**config.mk**
```make
export PLATFORM = sky130hd
export DESIGN_NAME = dct_sample_seq_flat
export DESIGN_NICKNAME = d
export VERILOG_FILES = /design/src/rtl/dct_sample_seq_if.sv /design/src/rtl/dct_sample_seq.sv /design/src/flat_wrapper.sv
export SDC_FILE = /design/constraint.sdc
export NUM_CORES = 1
export LEC_CHECK = 0
export ABC_AREA = 0
export BUFFER_PORTS_ARGS = -buffer_cell sky130_fd_sc_hd__buf_2
export CAP_MARGIN = 20
export CORE_MARGIN = 2
export CORE_UTILIZATION = 49
export CTS_BUF_LIST = sky130_fd_sc_hd__clkbuf_2
export DETAILED_ROUTE_END_ITERATION = 6
export GPL_TIMING_DRIVEN = 1
export HOLD_SLACK_MARGIN = 0.12
export PLACE_DENSITY = 0.77
export SLEW_MARGIN = 40
export SYNTH_ARGS = -nofsm -noshare
export SYNTH_HDL_FRONTEND = slang
export SYNTH_SLANG_ARGS = --single-unit
```
**constraint.sdc**
```tcl
create_clock -name clk -period 2.6 [get_ports clk]
set_input_delay 0.39 -clock clk [delete_from_list [all_inputs] [get_ports clk]]
set_output_delay 0.39 -clock clk [all_outputs]
set_load 0.02 [all_outputs]
```
**src/rtl/dct_sample_seq_if.sv**
```systemverilog
// Sample-sequencer bus: the control inputs and the position/strobe outputs.
// The master drives the controls; the slave (the sequencer) drives the strobes.
interface dct_sample_seq_if #(
  parameter int BLK_DIM = 8
);
  localparam int CW = $clog2(BLK_DIM*BLK_DIM);
  localparam int HW = $clog2(BLK_DIM);

  logic          ena;
  logic          clr;
  logic          din_valid;
  logic [CW-1:0] sample_cnt;
  logic [HW-1:0] row;
  logic [HW-1:0] col;
  logic [1:0]    ch;
  logic          sob;
  logic          eob;
  logic          done;
  logic [15:0]   blk_cnt;

  modport master (
    output ena, clr, din_valid,
    input  sample_cnt, row, col, ch, sob, eob, done, blk_cnt
  );
  modport slave (
    input  ena, clr, din_valid,
    output sample_cnt, row, col, ch, sob, eob, done, blk_cnt
  );
endinterface

```
**src/rtl/dct_sample_seq.sv**
```systemverilog
// Walks the sample positions of a BLK_DIM x BLK_DIM block and rotates across
// the interleaved channels. It flags the block edges and signals a delayed done.
module dct_sample_seq #(
  parameter int BLK_DIM  = 8,
  parameter int N_CH     = 3,
  parameter int DONE_LAT = 2
) (
  input logic             clk,
  input logic             rst_n,
  dct_sample_seq_if.slave bus
);
  localparam int             CW      = $clog2(BLK_DIM*BLK_DIM);
  localparam int             HW      = $clog2(BLK_DIM);
  localparam logic [CW-1:0]  LAST    = CW'(BLK_DIM*BLK_DIM-1);
  localparam logic [1:0]     CH_LAST = 2'(N_CH-1);

  logic [CW-1:0] cnt_q, cnt_d;
  logic [1:0]    ch_q, ch_d;
  logic [15:0]   blk_q, blk_d;
  logic          sob_q, sob_d;
  logic          eob_q, eob_d;
  logic          accept, wrap;

  assign accept = bus.ena & bus.din_valid & ~bus.clr;
  assign wrap   = accept && (cnt_q == LAST);

  always_comb begin
    cnt_d = cnt_q;
    ch_d  = ch_q;
    blk_d = blk_q;
    sob_d = sob_q;
    eob_d = eob_q;
    if (bus.ena) begin
      if (bus.clr) begin
        cnt_d = '0;
        ch_d  = '0;
        blk_d = '0;
        sob_d = 1'b0;
        eob_d = 1'b0;
      end else begin
        sob_d = accept && (cnt_q == '0);
        eob_d = wrap;
        // BLK_DIM is a power of two, so the counter wraps on its own.
        if (accept) cnt_d = cnt_q + CW'(1);
        if (wrap) begin
          ch_d  = (ch_q == CH_LAST) ? 2'd0 : ch_q + 2'd1;
          blk_d = blk_q + 16'd1;
        end
      end
    end
  end

  always_ff @(posedge clk or negedge rst_n) begin
    if (!rst_n) begin
      cnt_q <= '0;
      ch_q  <= '0;
      blk_q <= '0;
      sob_q <= 1'b0;
      eob_q <= 1'b0;
    end else begin
      cnt_q <= cnt_d;
      ch_q  <= ch_d;
      blk_q <= blk_d;
      sob_q <= sob_d;
      eob_q <= eob_d;
    end
  end

  // Delays done behind eob; it advances only on enabled cycles, and clr drops in-flight tokens.
  generate
    if (DONE_LAT == 0) begin : g_nodly
      assign bus.done = eob_q;
    end else begin : g_dly
      logic [DONE_LAT-1:0] done_pipe_q;
      always_ff @(posedge clk or negedge rst_n) begin
        if (!rst_n) begin
          done_pipe_q <= '0;
        end else if (bus.ena) begin
          if (bus.clr) begin
            done_pipe_q <= '0;
          end else begin
            done_pipe_q[0] <= eob_q;
            for (int i = 1; i < DONE_LAT; i++) done_pipe_q[i] <= done_pipe_q[i-1];
          end
        end
      end
      assign bus.done = done_pipe_q[DONE_LAT-1];
    end
  endgenerate

  assign bus.sample_cnt = cnt_q;
  assign bus.row        = cnt_q[CW-1 -: HW];
  assign bus.col        = cnt_q[HW-1:0];
  assign bus.ch         = ch_q;
  assign bus.sob        = sob_q;
  assign bus.eob        = eob_q;
  assign bus.blk_cnt    = blk_q;
endmodule

```
**src/flat_wrapper.sv**
```systemverilog
// flat-port wrapper written by rule: the top's interface ports become plain ports
module dct_sample_seq_flat 
#(
  parameter int BLK_DIM  = 8,
  parameter int N_CH     = 3,
  parameter int DONE_LAT = 2
)
  (clk, rst_n, bus_ena, bus_clr, bus_din_valid, bus_sample_cnt, bus_row, bus_col, bus_ch, bus_sob, bus_eob, bus_done, bus_blk_cnt);
  dct_sample_seq_if #(.BLK_DIM(BLK_DIM)) bus_i ();
  input logic clk;
  input logic rst_n;
  input wire logic [$bits(bus_i.ena)-1:0] bus_ena;
  input wire logic [$bits(bus_i.clr)-1:0] bus_clr;
  input wire logic [$bits(bus_i.din_valid)-1:0] bus_din_valid;
  output wire logic [$bits(bus_i.sample_cnt)-1:0] bus_sample_cnt;
  output wire logic [$bits(bus_i.row)-1:0] bus_row;
  output wire logic [$bits(bus_i.col)-1:0] bus_col;
  output wire logic [$bits(bus_i.ch)-1:0] bus_ch;
  output wire logic [$bits(bus_i.sob)-1:0] bus_sob;
  output wire logic [$bits(bus_i.eob)-1:0] bus_eob;
  output wire logic [$bits(bus_i.done)-1:0] bus_done;
  output wire logic [$bits(bus_i.blk_cnt)-1:0] bus_blk_cnt;
  assign bus_i.ena = bus_ena;
  assign bus_i.clr = bus_clr;
  assign bus_i.din_valid = bus_din_valid;
  assign bus_sample_cnt = bus_i.sample_cnt;
  assign bus_row = bus_i.row;
  assign bus_col = bus_i.col;
  assign bus_ch = bus_i.ch;
  assign bus_sob = bus_i.sob;
  assign bus_eob = bus_i.eob;
  assign bus_done = bus_i.done;
  assign bus_blk_cnt = bus_i.blk_cnt;
  dct_sample_seq #(.BLK_DIM(BLK_DIM), .N_CH(N_CH), .DONE_LAT(DONE_LAT)) u_core (.clk(clk), .rst_n(rst_n), .bus(bus_i));
endmodule
```
==> results.cfg <==
[layout]
stdcell_area_um2 = 1788
mostFrequentLayoutCell = buf_2
layout_common_cells = buf_2, dfrtp_1, nand2_1
final_standard_cell_utilization_of_the_core = 0.5809
layout.nets = 210
syn_to_final_growth_pct = 11.38
diodes_inserted = 0
final_cell_count_no_fill = 245
fraction_of_layout_cells_with_a_size_suffix_above_1 = 0.2388

[pwr]
power_mw = 0.7555
power.static_leakage_nw = 0.8701
vdd_drop_max_mv = 0.1686
power-per-cell-area_nw_per_um2 = 422.5

[setup_path]
timing.critical_path.buf_inv = 0
worst_ep_arrival_time_ns = 2.06
critPathSlowestCell = dfrtp_1
crit_path_capture_type = flop
timing.critical_path.cells = ha_1 > and3_2 > a21oi_2 > nor2_1 > o21ai_0
cpLargestDelayFamily = compound AO/OA/AOI/OAI gates
crit_fanout = 7
worst_ep_required_time_ns = 2.90
max_stage_delay_ns = 0.49
worst_setup_path_start_kind = flop
timing.setup.critical_path_class = reg -> reg

[timing]
slew_violations = 0
final_hold_viol_count = 0
totalNegativeSetupSlack_ns = 0
finalSetupViolations = 0
maximum_achievable_frequency_ghz = 0.5679
setup_repair_after_global_routing_missed_its_margin = false
relSlewSlack = 0.5645
final.setup_skew_ns = 0.0005026
hold-worst-slack_ns = 0.3285
layout_min_cycle_time_ns = 1.761
timing_worst_slew_pin_value_ns = 0.6526
timing.final.crit_share = 0.6773
fin_worst_setup_slack_ns = 0.8390

[global_route]
first_global_vias = 1321
grt_max_degree = 29
initial_antenna_violation_count = 0
global_route.overflow_total = 0
grt_util_all_layers = 0.2080
grt_first_pass_wirelength_um = 5837

[die]
num_io_pins = 38
core_area_um2 = 3078
start_util = 0.5215
die_area_um2 = 3750
chipWidth_um = 61.24
rows = 20
die-height_um = 61.24

[synthesis]
synthesis.yosys.warnings = 0
part_of_the_yosys_area_used_for_sequential_elements = 0.4365
cell_count_after_synthesis = 173
yosys-mux-area-fraction = 0.01325
synth_seq_cells = 28
compound_gate_portion_of_the_synthesized_area = 0.2143
synth_nets = 181
synthSimpleGateAreaFrac = 0.2377
synthXorXnorAreaFrac = 0
combinational_family_with_the_most_area_after_synthesis = simple AND/OR/NAND/NOR gates
avgSynthCellArea_um2 = 9.279
synth_area_um2 = 1605
post_synthesis_share_of_cell_area_spent_on_full_adders_half_adders_and_majority_gates = 0.02338
yosysUniqueCellTypes = 46

[clock_network]
cts_tree = done
clock-root-buffer = clkbuf_2
clock_tree.buffer_depth = 2
cts_inserted_buffers = 3
ctsHtreeMaxLevel = 1
cts.clk_slew.worst_paths_ns = 0.25
clkLatencyLatePin_ns = 0.36
post_cts.resized_instances = 0
clkSinkCount = 28

[placement]
place.detailed.instances = 240
place.port_buffers = 37
dpl.hpwl_um = 2549
place_congestion = 0.8375
postPlaceCellArea_um2 = 1759
worst_slack_at_placement_ns = 0.8699

[flow_run]
drv.max_cap_violation_count = 0

[routing]
drt_first_iter_violations = 124
via_count = 1468
wire_per_inst_um = 14.54
antenna_left = 0
totalWireLength_um = 3562
post-route-drc-count = 0
drt-pass1-iter-count = 4
routed_via_density = 5.992

[status]
status = complete, no violations

[min_path]
worstHoldPathType = in -> reg
-- synth_stat cells, drive strengths merged --
library cell / count / area, um2
dfrtp: 28 / 700.7
or3: 1 / 6.260
nor3: 5 / 30.03
nor4b: 1 / 8.760
nand2: 16 / 60.06
o21bai: 1 / 7.510
a31o: 1 / 8.760
clkbuf: 4 / 15.01
and4: 2 / 17.52
mux2: 1 / 11.26
or4: 3 / 22.52
nor4: 2 / 18.77
nand2b: 1 / 6.260
nand3b: 1 / 7.510
a31oi: 9 / 56.30
o2bb2ai: 4 / 35.03
nor2: 6 / 22.52
o22ai: 3 / 18.77
inv: 7 / 26.28
mux2i: 1 / 10.01
and3: 8 / 51.30
a21oi: 6 / 33.78
a22o: 4 / 35.03
o31ai: 2 / 15.01
o211ai: 2 / 15.01
o21a: 1 / 7.510
ha: 3 / 37.54
o21ai: 13 / 65.06
and2b: 1 / 7.510
and2: 1 / 6.260
a41oi: 1 / 8.760
nand3: 11 / 72.57
nand4: 5 / 31.28
nor2b: 2 / 12.51
a211oi: 2 / 15.01
buf: 11 / 78.82
a21o: 3 / 22.52
-- where the power goes --
part | internal (mW) | total (mW) | leakage (nW) | switching (mW)
logic | 0.0411 | 0.125 | 0.468 | 0.0838
clock network | 0.0334 | 0.160 | 0.0140 | 0.126
registers | 0.449 | 0.471 | 0.388 | 0.0219
-- worst register-to-register path, cell delays in order, from the launching register on --
cell     delay (ns)
dfrtp_1        0.49
ha_1           0.26
and3_2         0.24
a21oi_2        0.31
nor2_1         0.18
o21ai_0        0.23
-- final cells by class --
class / instances / area [um2]
clock buffer: 3 / 15.01
clock inverter: 1 / 3.754
fill: 281 / 1290
inverter: 7 / 26.28
multi-input combinational: 123 / 784.5
sequential: 28 / 700.7
tap: 44 / 55.05
timing repair buffer: 39 / 202.7
-- per-layer routing --
metal,track usage,vias to the layer above,share of wire
li1,-,699,-
met1,0.2660,718,0.46
met2,0.3571,44,0.48
met3,0.02941,7,0.051
met4,0.07764,0,0.013
met5,0,-,0
-- repair_timing --
item                      CTS  global route
hold endpoints to repair   28             0
hold buffers                1             0
buffers inserted            0             0
-- state kept, by name, summed over array words and instances (netlist names) --
register and cells:
u_core.bus.eob 1, u_core.bus.sample_cnt 6, u_core.g_dly.done_pipe_q 2, u_core.bus.blk_cnt 16, u_core.bus.sob 1, u_core.bus.ch 2
-- logic make-up after synthesis --
family,count (synthesis)
DFF,28
and+or+nand+nor,66
buffers and inverters,22
AOI/OAI and AO/OA,52
muxes,2
adders and majority gates,3
-- worst paths after layout --
path	startpoint	to	slack, ns	depth (start not counted)
max in group asynchronous	rst_n	u_core.bus.blk_cnt[12]	1.67	2
setup reg to reg	u_core.bus.sample_cnt[0]	u_core.bus.blk_cnt[1]	0.84	5
hold / removal	bus_ena	u_core.bus.blk_cnt[15]	0.33	2
setup / recovery	u_core.bus.sample_cnt[0]	u_core.bus.blk_cnt[1]	0.84	5
min in group asynchronous	rst_n	u_core.bus.sample_cnt[1]	0.53	2
hold reg to reg	u_core.bus.blk_cnt[15]	u_core.bus.blk_cnt[15]	0.51	1
(Power assumes the default switching activity.)
